## src/rtl/bridge_pkg.sv

```systemverilog
// Shared constants for the CPU-to-device bridge and its interrupt controller.
// Register offsets are byte offsets from the controller base address.
package bridge_pkg;
    localparam logic [31:0] OFF_PEND = 32'h0000_0000;
    localparam logic [31:0] OFF_MASK = 32'h0000_0004;
    localparam logic [31:0] OFF_CUR  = 32'h0000_0008;
    localparam logic [31:0] OFF_STAT = 32'h0000_0010;
    localparam logic [31:0] CUR_NONE = 32'hFFFF_FFFF;
    localparam int          HWINT_W  = 6;

    // Word-granular address match; byte-lane bits are ignored.
    function automatic logic word_eq(input logic [31:0] a, input logic [31:0] b);
        return a[31:2] == b[31:2];
    endfunction
endpackage

```

## src/rtl/pic_src.sv

```systemverilog
// One interrupt source: edge capture of the device IRQ level into a sticky pending bit.
// Optional saturating rise-event counter when PIC_STATS_EN is defined.
module pic_src (
    input  logic        clk,
    input  logic        reset,
    input  logic        irq,
    input  logic        w1c,
`ifdef PIC_STATS_EN
    input  logic        stat_clr,
    output logic [15:0] stat,
`endif
    output logic        pend
);
    logic irq_q, irq_d;
    logic pend_q, pend_d;
    logic rise;

    // A new rise beats a same-cycle clear so no event is ever lost.
    always_comb begin
        rise   = irq & ~irq_q;
        irq_d  = irq;
        pend_d = (pend_q & ~w1c) | rise;
    end

    always_ff @(posedge clk) begin
        if (!reset) begin
            irq_q  <= 1'b0;
            pend_q <= 1'b0;
        end else begin
            irq_q  <= irq_d;
            pend_q <= pend_d;
        end
    end

    assign pend = pend_q;

`ifdef PIC_STATS_EN
    logic [15:0] cnt_q, cnt_d;

    always_comb begin
        cnt_d = cnt_q;
        if (stat_clr)
            cnt_d = '0;
        else if (rise && cnt_q != 16'hFFFF)
            cnt_d = cnt_q + 16'd1;
    end

    always_ff @(posedge clk) begin
        if (!reset) cnt_q <= '0;
        else        cnt_q <= cnt_d;
    end

    assign stat = cnt_q;
`endif
endmodule

```

## src/rtl/dev_bridge_pic.sv

```systemverilog
// CPU bridge to NDEV memory-mapped devices with an integrated masked interrupt controller.
// Define PIC_STATS_EN to add per-source rise-event counters at PIC+0x10+4*i.
module dev_bridge_pic
    import bridge_pkg::*;
#(
    parameter int unsigned NDEV = 3,
    parameter logic [31:0] BASE = 32'h7F00,
    parameter logic [31:0] PIC  = 32'h7F40
) (
    input  logic                 clk,
    input  logic                 reset,
    input  logic [31:0]          cpu_addr,
    input  logic                 cpu_we,
    input  logic [31:0]          cpu_din,
    output logic [31:0]          cpu_dout,
    output logic                 cpu_miss,
    output logic [7:0]           dev_addr,
    output logic [31:0]          dev_din,
    output logic [NDEV-1:0]      dev_we,
    input  logic [32*NDEV-1:0]   dev_dout,
    input  logic [NDEV-1:0]      dev_irq,
    output logic [HWINT_W-1:0]   hw_int
);
    logic [NDEV-1:0]    hit;
    logic [NDEV-1:0]    stat_hit;
    logic [NDEV-1:0]    pend;
    logic [NDEV-1:0]    w1c;
    logic [NDEV-1:0]    mask_q, mask_d;
    logic [HWINT_W-1:0] hw_int_q, hw_int_d;
    logic               pic_hit, in_range, pic_we;
    logic [31:0]        cur;
`ifdef PIC_STATS_EN
    logic [NDEV-1:0]    stat_clr;
    logic [15:0]        stat [NDEV];
`endif

    always_comb begin
        hit      = '0;
        stat_hit = '0;
        for (int i = 0; i < NDEV; i++) begin
            hit[i] = cpu_addr[31:4] == ((BASE + (32'(i) << 4)) >> 4);
`ifdef PIC_STATS_EN
            stat_hit[i] = word_eq(cpu_addr, PIC + OFF_STAT + (32'(i) << 2));
`endif
        end
        pic_hit  = cpu_addr[31:4] == PIC[31:4];
        in_range = (cpu_addr >= BASE) && (cpu_addr <= BASE + 32'h0000_00FF);
        cpu_miss = in_range & ~(|hit | pic_hit | |stat_hit);
        // Stores are suppressed while reset is asserted so devices see no strobe.
        dev_we   = {NDEV{cpu_we & reset}} & hit;
        pic_we   = cpu_we & reset & pic_hit;
    end

    assign dev_addr = cpu_addr[7:0];
    assign dev_din  = cpu_din;

    always_comb begin
        cur = CUR_NONE;
        for (int i = NDEV - 1; i >= 0; i--)
            if (pend[i] & mask_q[i]) cur = 32'(i);
    end

    always_comb begin
        w1c      = '0;
        mask_d   = mask_q;
        hw_int_d = '0;
        if (pic_we && word_eq(cpu_addr, PIC + OFF_PEND)) w1c    = cpu_din[NDEV-1:0];
        if (pic_we && word_eq(cpu_addr, PIC + OFF_MASK)) mask_d = cpu_din[NDEV-1:0];
        hw_int_d[NDEV-1:0] = pend & mask_q;
    end

    always_comb begin
        cpu_dout = '0;
        for (int i = 0; i < NDEV; i++) begin
            if (hit[i]) cpu_dout = dev_dout[32*i +: 32];
`ifdef PIC_STATS_EN
            if (stat_hit[i]) cpu_dout = 32'(stat[i]);
`endif
        end
        if (pic_hit) begin
            if (word_eq(cpu_addr, PIC + OFF_PEND)) cpu_dout = 32'(pend);
            if (word_eq(cpu_addr, PIC + OFF_MASK)) cpu_dout = 32'(mask_q);
            if (word_eq(cpu_addr, PIC + OFF_CUR))  cpu_dout = cur;
        end
    end

`ifdef PIC_STATS_EN
    assign stat_clr = {NDEV{cpu_we & reset}} & stat_hit;
`endif

    for (genvar g = 0; g < NDEV; g++) begin : g_src
        pic_src u_src (
            .clk      (clk),
            .reset    (reset),
            .irq      (dev_irq[g]),
            .w1c      (w1c[g]),
`ifdef PIC_STATS_EN
            .stat_clr (stat_clr[g]),
            .stat     (stat[g]),
`endif
            .pend     (pend[g])
        );
    end

    always_ff @(posedge clk) begin
        if (!reset) begin
            mask_q   <= '0;
            hw_int_q <= '0;
        end else begin
            mask_q   <= mask_d;
            hw_int_q <= hw_int_d;
        end
    end

    assign hw_int = hw_int_q;
endmodule
```

## config.mk

```make
export PLATFORM = sky130hd
export DESIGN_NAME = dev_bridge_pic
export DESIGN_NICKNAME = d
export VERILOG_FILES = /design/src/rtl/bridge_pkg.sv /design/src/rtl/pic_src.sv /design/src/rtl/dev_bridge_pic.sv
export SDC_FILE = /design/constraint.sdc
export NUM_CORES = 1
export LEC_CHECK = 0
export ABC_AREA = 1
export CORE_MARGIN = 2
export CORE_UTILIZATION = 38
export DETAILED_ROUTE_END_ITERATION = 7
export GPL_ROUTABILITY_DRIVEN = 0
export GPL_TIMING_DRIVEN = 0
export PLACE_DENSITY = 0.93
export SLEW_MARGIN = 10
export SYNTH_ARGS = -nofsm -noshare
export SYNTH_HDL_FRONTEND = slang
export SYNTH_HIERARCHICAL = 1
export SYNTH_SLANG_ARGS = --single-unit
```

## constraint.sdc

```tcl
create_clock -name clk -period 4.5 [get_ports clk]
set_input_delay 1.35 -clock clk [delete_from_list [all_inputs] [get_ports clk]]
set_output_delay 1.35 -clock clk [all_outputs]
set_load 0.01 [all_outputs]
```

==> out/qor.csv <==
metric,value,unit
root_buffer,clkbuf_8,
min_from,g_src[1].u_src/irq_q,
cts_buffers,3,
place_hpwl,10320,µm
synth_area_per_cell,4.939,µm²
hold_class,register to register,
r2r-end,mask_q[1],
grt_pass1_vias,4865,
placementRows,33,
yosys_warnings,6,
whs_path_depth,3,
drt-initial-drc-count,271,
vdd_drop_max,154.8,µV
antenna_found_initial,0,
status,finished clean,
min_delay_worst_endpoint,g_src[1].u_src/pend,
antenna_cells,0,
firstDrtPassIters,5,
whs,0.4758,ns
wl_per_cell,14.69,µm
seqCellArea,240.2,µm²
worst_slew_pin_slew,0.5349,ns
design.portCount,248,
core_area,8299,µm²
rrSetupSlack,3.75,ns
cp.arrival,3.11,ns
cp_data_required_time,3.15,ns
max_freq,224.4,MHz
maxCapViolations,0,
hold_viol,0,
yosys_register_bits,12,
globalRouteTotalUtil,29.89,%
path_max_fanout,4,
fin_crit_sh,99.02,%
met2_usage,53.04,%
die_w,96.90,µm
period_minus_slack,4.456,ns
path_clk_slew,0.05,ns
leakage,3.733,nW
synth_cells,664,
vias,5249,
gr-total-overflow,0,
die_area,9389,µm²
reg2reg_from,mask_q[1],
nFillCells,632,
finalMaxSlewViolations,0,
drt-total-wl,15740,µm
max_slew_margin,64.34,%
setup-violations-final,0,
cts_tree,built,
start_util,39.51,%
total_power,0.5023,mW
layout-area-overhead-vs-synth,94.58,%
synth_area,3279,µm²
cts.sinks,12,
criticalPathCategory,input port to output port,
drc,0,
skew,0.0008740,ns
clk_latency,0.23,ns
h-tree-depth,1,
grt-busiest-layer,met2,
ys_seq_area_share,7.325,%
r2r_cells,4,
grt_use_met1,36.00,%
grt_max_degree,15,
start_kind,input port,
die-height,96.90,µm
holdBufCountCts,0,
io_buffer_count,215,
drtAntennaViolNets,0,
p_per_area,78.71,nW/µm²
endpoint_kind,output port,
use_met3,4.335,%
synth_cell_types,25,
layout-drive-gt1-share,29.37,%
multi_input_comb_area,2133,µm²
nNetsFinal,1135,
final.setup.tns,0,ns
grt_pass1_wl,23530,µm
viasPerCell,4.896,
cts_buffer_depth,2,
worst max path at each step:
stage	start	endpoint	slack (ns)
after floorplan	cpu_addr[26]	cpu_dout[0]	0.57
after detailed placement	cpu_addr[7]	cpu_dout[2]	-0.90
after global routing	cpu_addr[16]	cpu_dout[19]	-0.03
final	cpu_addr[16]	cpu_dout[4]	0.04
after global placement	cpu_addr[7]	cpu_dout[2]	-0.87
after CTS	cpu_addr[18]	cpu_dout[6]	-0.06
Yosys cell counts:
master | instances | share of area, %
buf_6 | 8 | 2.7
a41oi_1 | 1 | 0.27
nor2_1 | 58 | 6.6
nand3_1 | 50 | 7.6
nor3_4 | 1 | 0.50
conb_1 | 1 | 0.11
nand4_2 | 1 | 0.38
nand4_1 | 66 | 13
inv_2 | 10 | 1.1
buf_4 | 46 | 11
nand2_1 | 200 | 23
a21boi_0 | 1 | 0.23
dfxtp_1 | 12 | 7.3
buf_2 | 9 | 1.4
nor2_2 | 9 | 1.7
inv_1 | 153 | 18
clkbuf_1 | 15 | 1.7
buf_1 | 1 | 0.11
nand3_2 | 1 | 0.31
nor3_1 | 7 | 1.1
o21ai_0 | 2 | 0.31
nor2_4 | 4 | 1.4
nand2_2 | 5 | 0.95
nor4_1 | 2 | 0.38
and3_1 | 1 | 0.19
sequential cells by signal, summed over array words and instances, names as in the netlist:
register / flops
mask_q: 3
hw_int: 3
g_src.u_src/irq_q: 3
g_src.u_src/pend: 3
layout make-up:
class	instances	area share (%)
timing repair buffer	298	40.84
inverter	163	9.745
sequential	12	3.765
tap	105	2.059
buffer	79	9.510
clock buffer	3	0.6471
multi-input combinational	412	33.43
per-layer routing:
layer  vias up  wire length (µm)
li1       2570                 -
met3        59              1195
met2       307              7816
met5         -                 0
met4         0               672
met1      2313              6058
kinds of logic after synthesis:
kind of cell | Yosys count | share of synthesized area, %
flops | 12 | 7.325
simple gates | 405 | 56.62
other cells | 1 | 0.1144
buf+inv | 242 | 35.14
compound gates | 4 | 0.8014
worst max-delay path, stage by stage:
cell,delay (ns)
dlygate4sd2_1,0.26
nor2_4,0.14
nand2_1,0.12
nor2_4,0.17
nand3_2,0.15
nor2_4,0.19
buf_4,0.15
nand4_1,0.07
nand2_1,0.08
inv_1,0.04
nand2_1,0.06
nand2_1,0.04
dlygate4sd2_1,0.29
cells in the final DEF (no fill, tap or decap), types with 25 or more instances in the layout:
| cell | instances |
|---|---|
| nand3_1 | 45 |
| buf_4 | 112 |
| nand4_1 | 66 |
| buf_6 | 32 |
| clkdlybuf4s50_1 | 149 |
| nand2_2 | 25 |
| buf_2 | 27 |
| clkbuf_2 | 26 |
| inv_1 | 148 |
| nand2_1 | 173 |
| nor2_1 | 48 |
power by group:
group / total [mW] / switching, mW / internal [mW]
clock: 0.0942 / 0.0355 / 0.0587
combinational: 0.294 / 0.114 / 0.180
sequential: 0.114 / 0.00309 / 0.111
repair_timing:
action                                  4_1_cts  5_1_grt
setup buffers                                71       11
pin swaps                                    30       46
gates resized for setup                     230       90
cloned                                        2        3
endpoints found under the setup margin       36       37
metrics by stage:
stage / utilization (%) / worst slack, ns / area [µm²] / instances
after floorplan: - / 0.5746 / 3287 / 666
after global placement: 67.12 / -0.8704 / 5570 / 986
after detailed placement: 67.12 / -0.9048 / 5570 / 986
after CTS: 75.20 / -0.06027 / 6241 / 1061
after global routing: 76.89 / -0.02943 / 6381 / 1072
final: 76.89 / 0.04391 / 6381 / 1072
No activity file was read; power rests on OpenSTA's default activity.
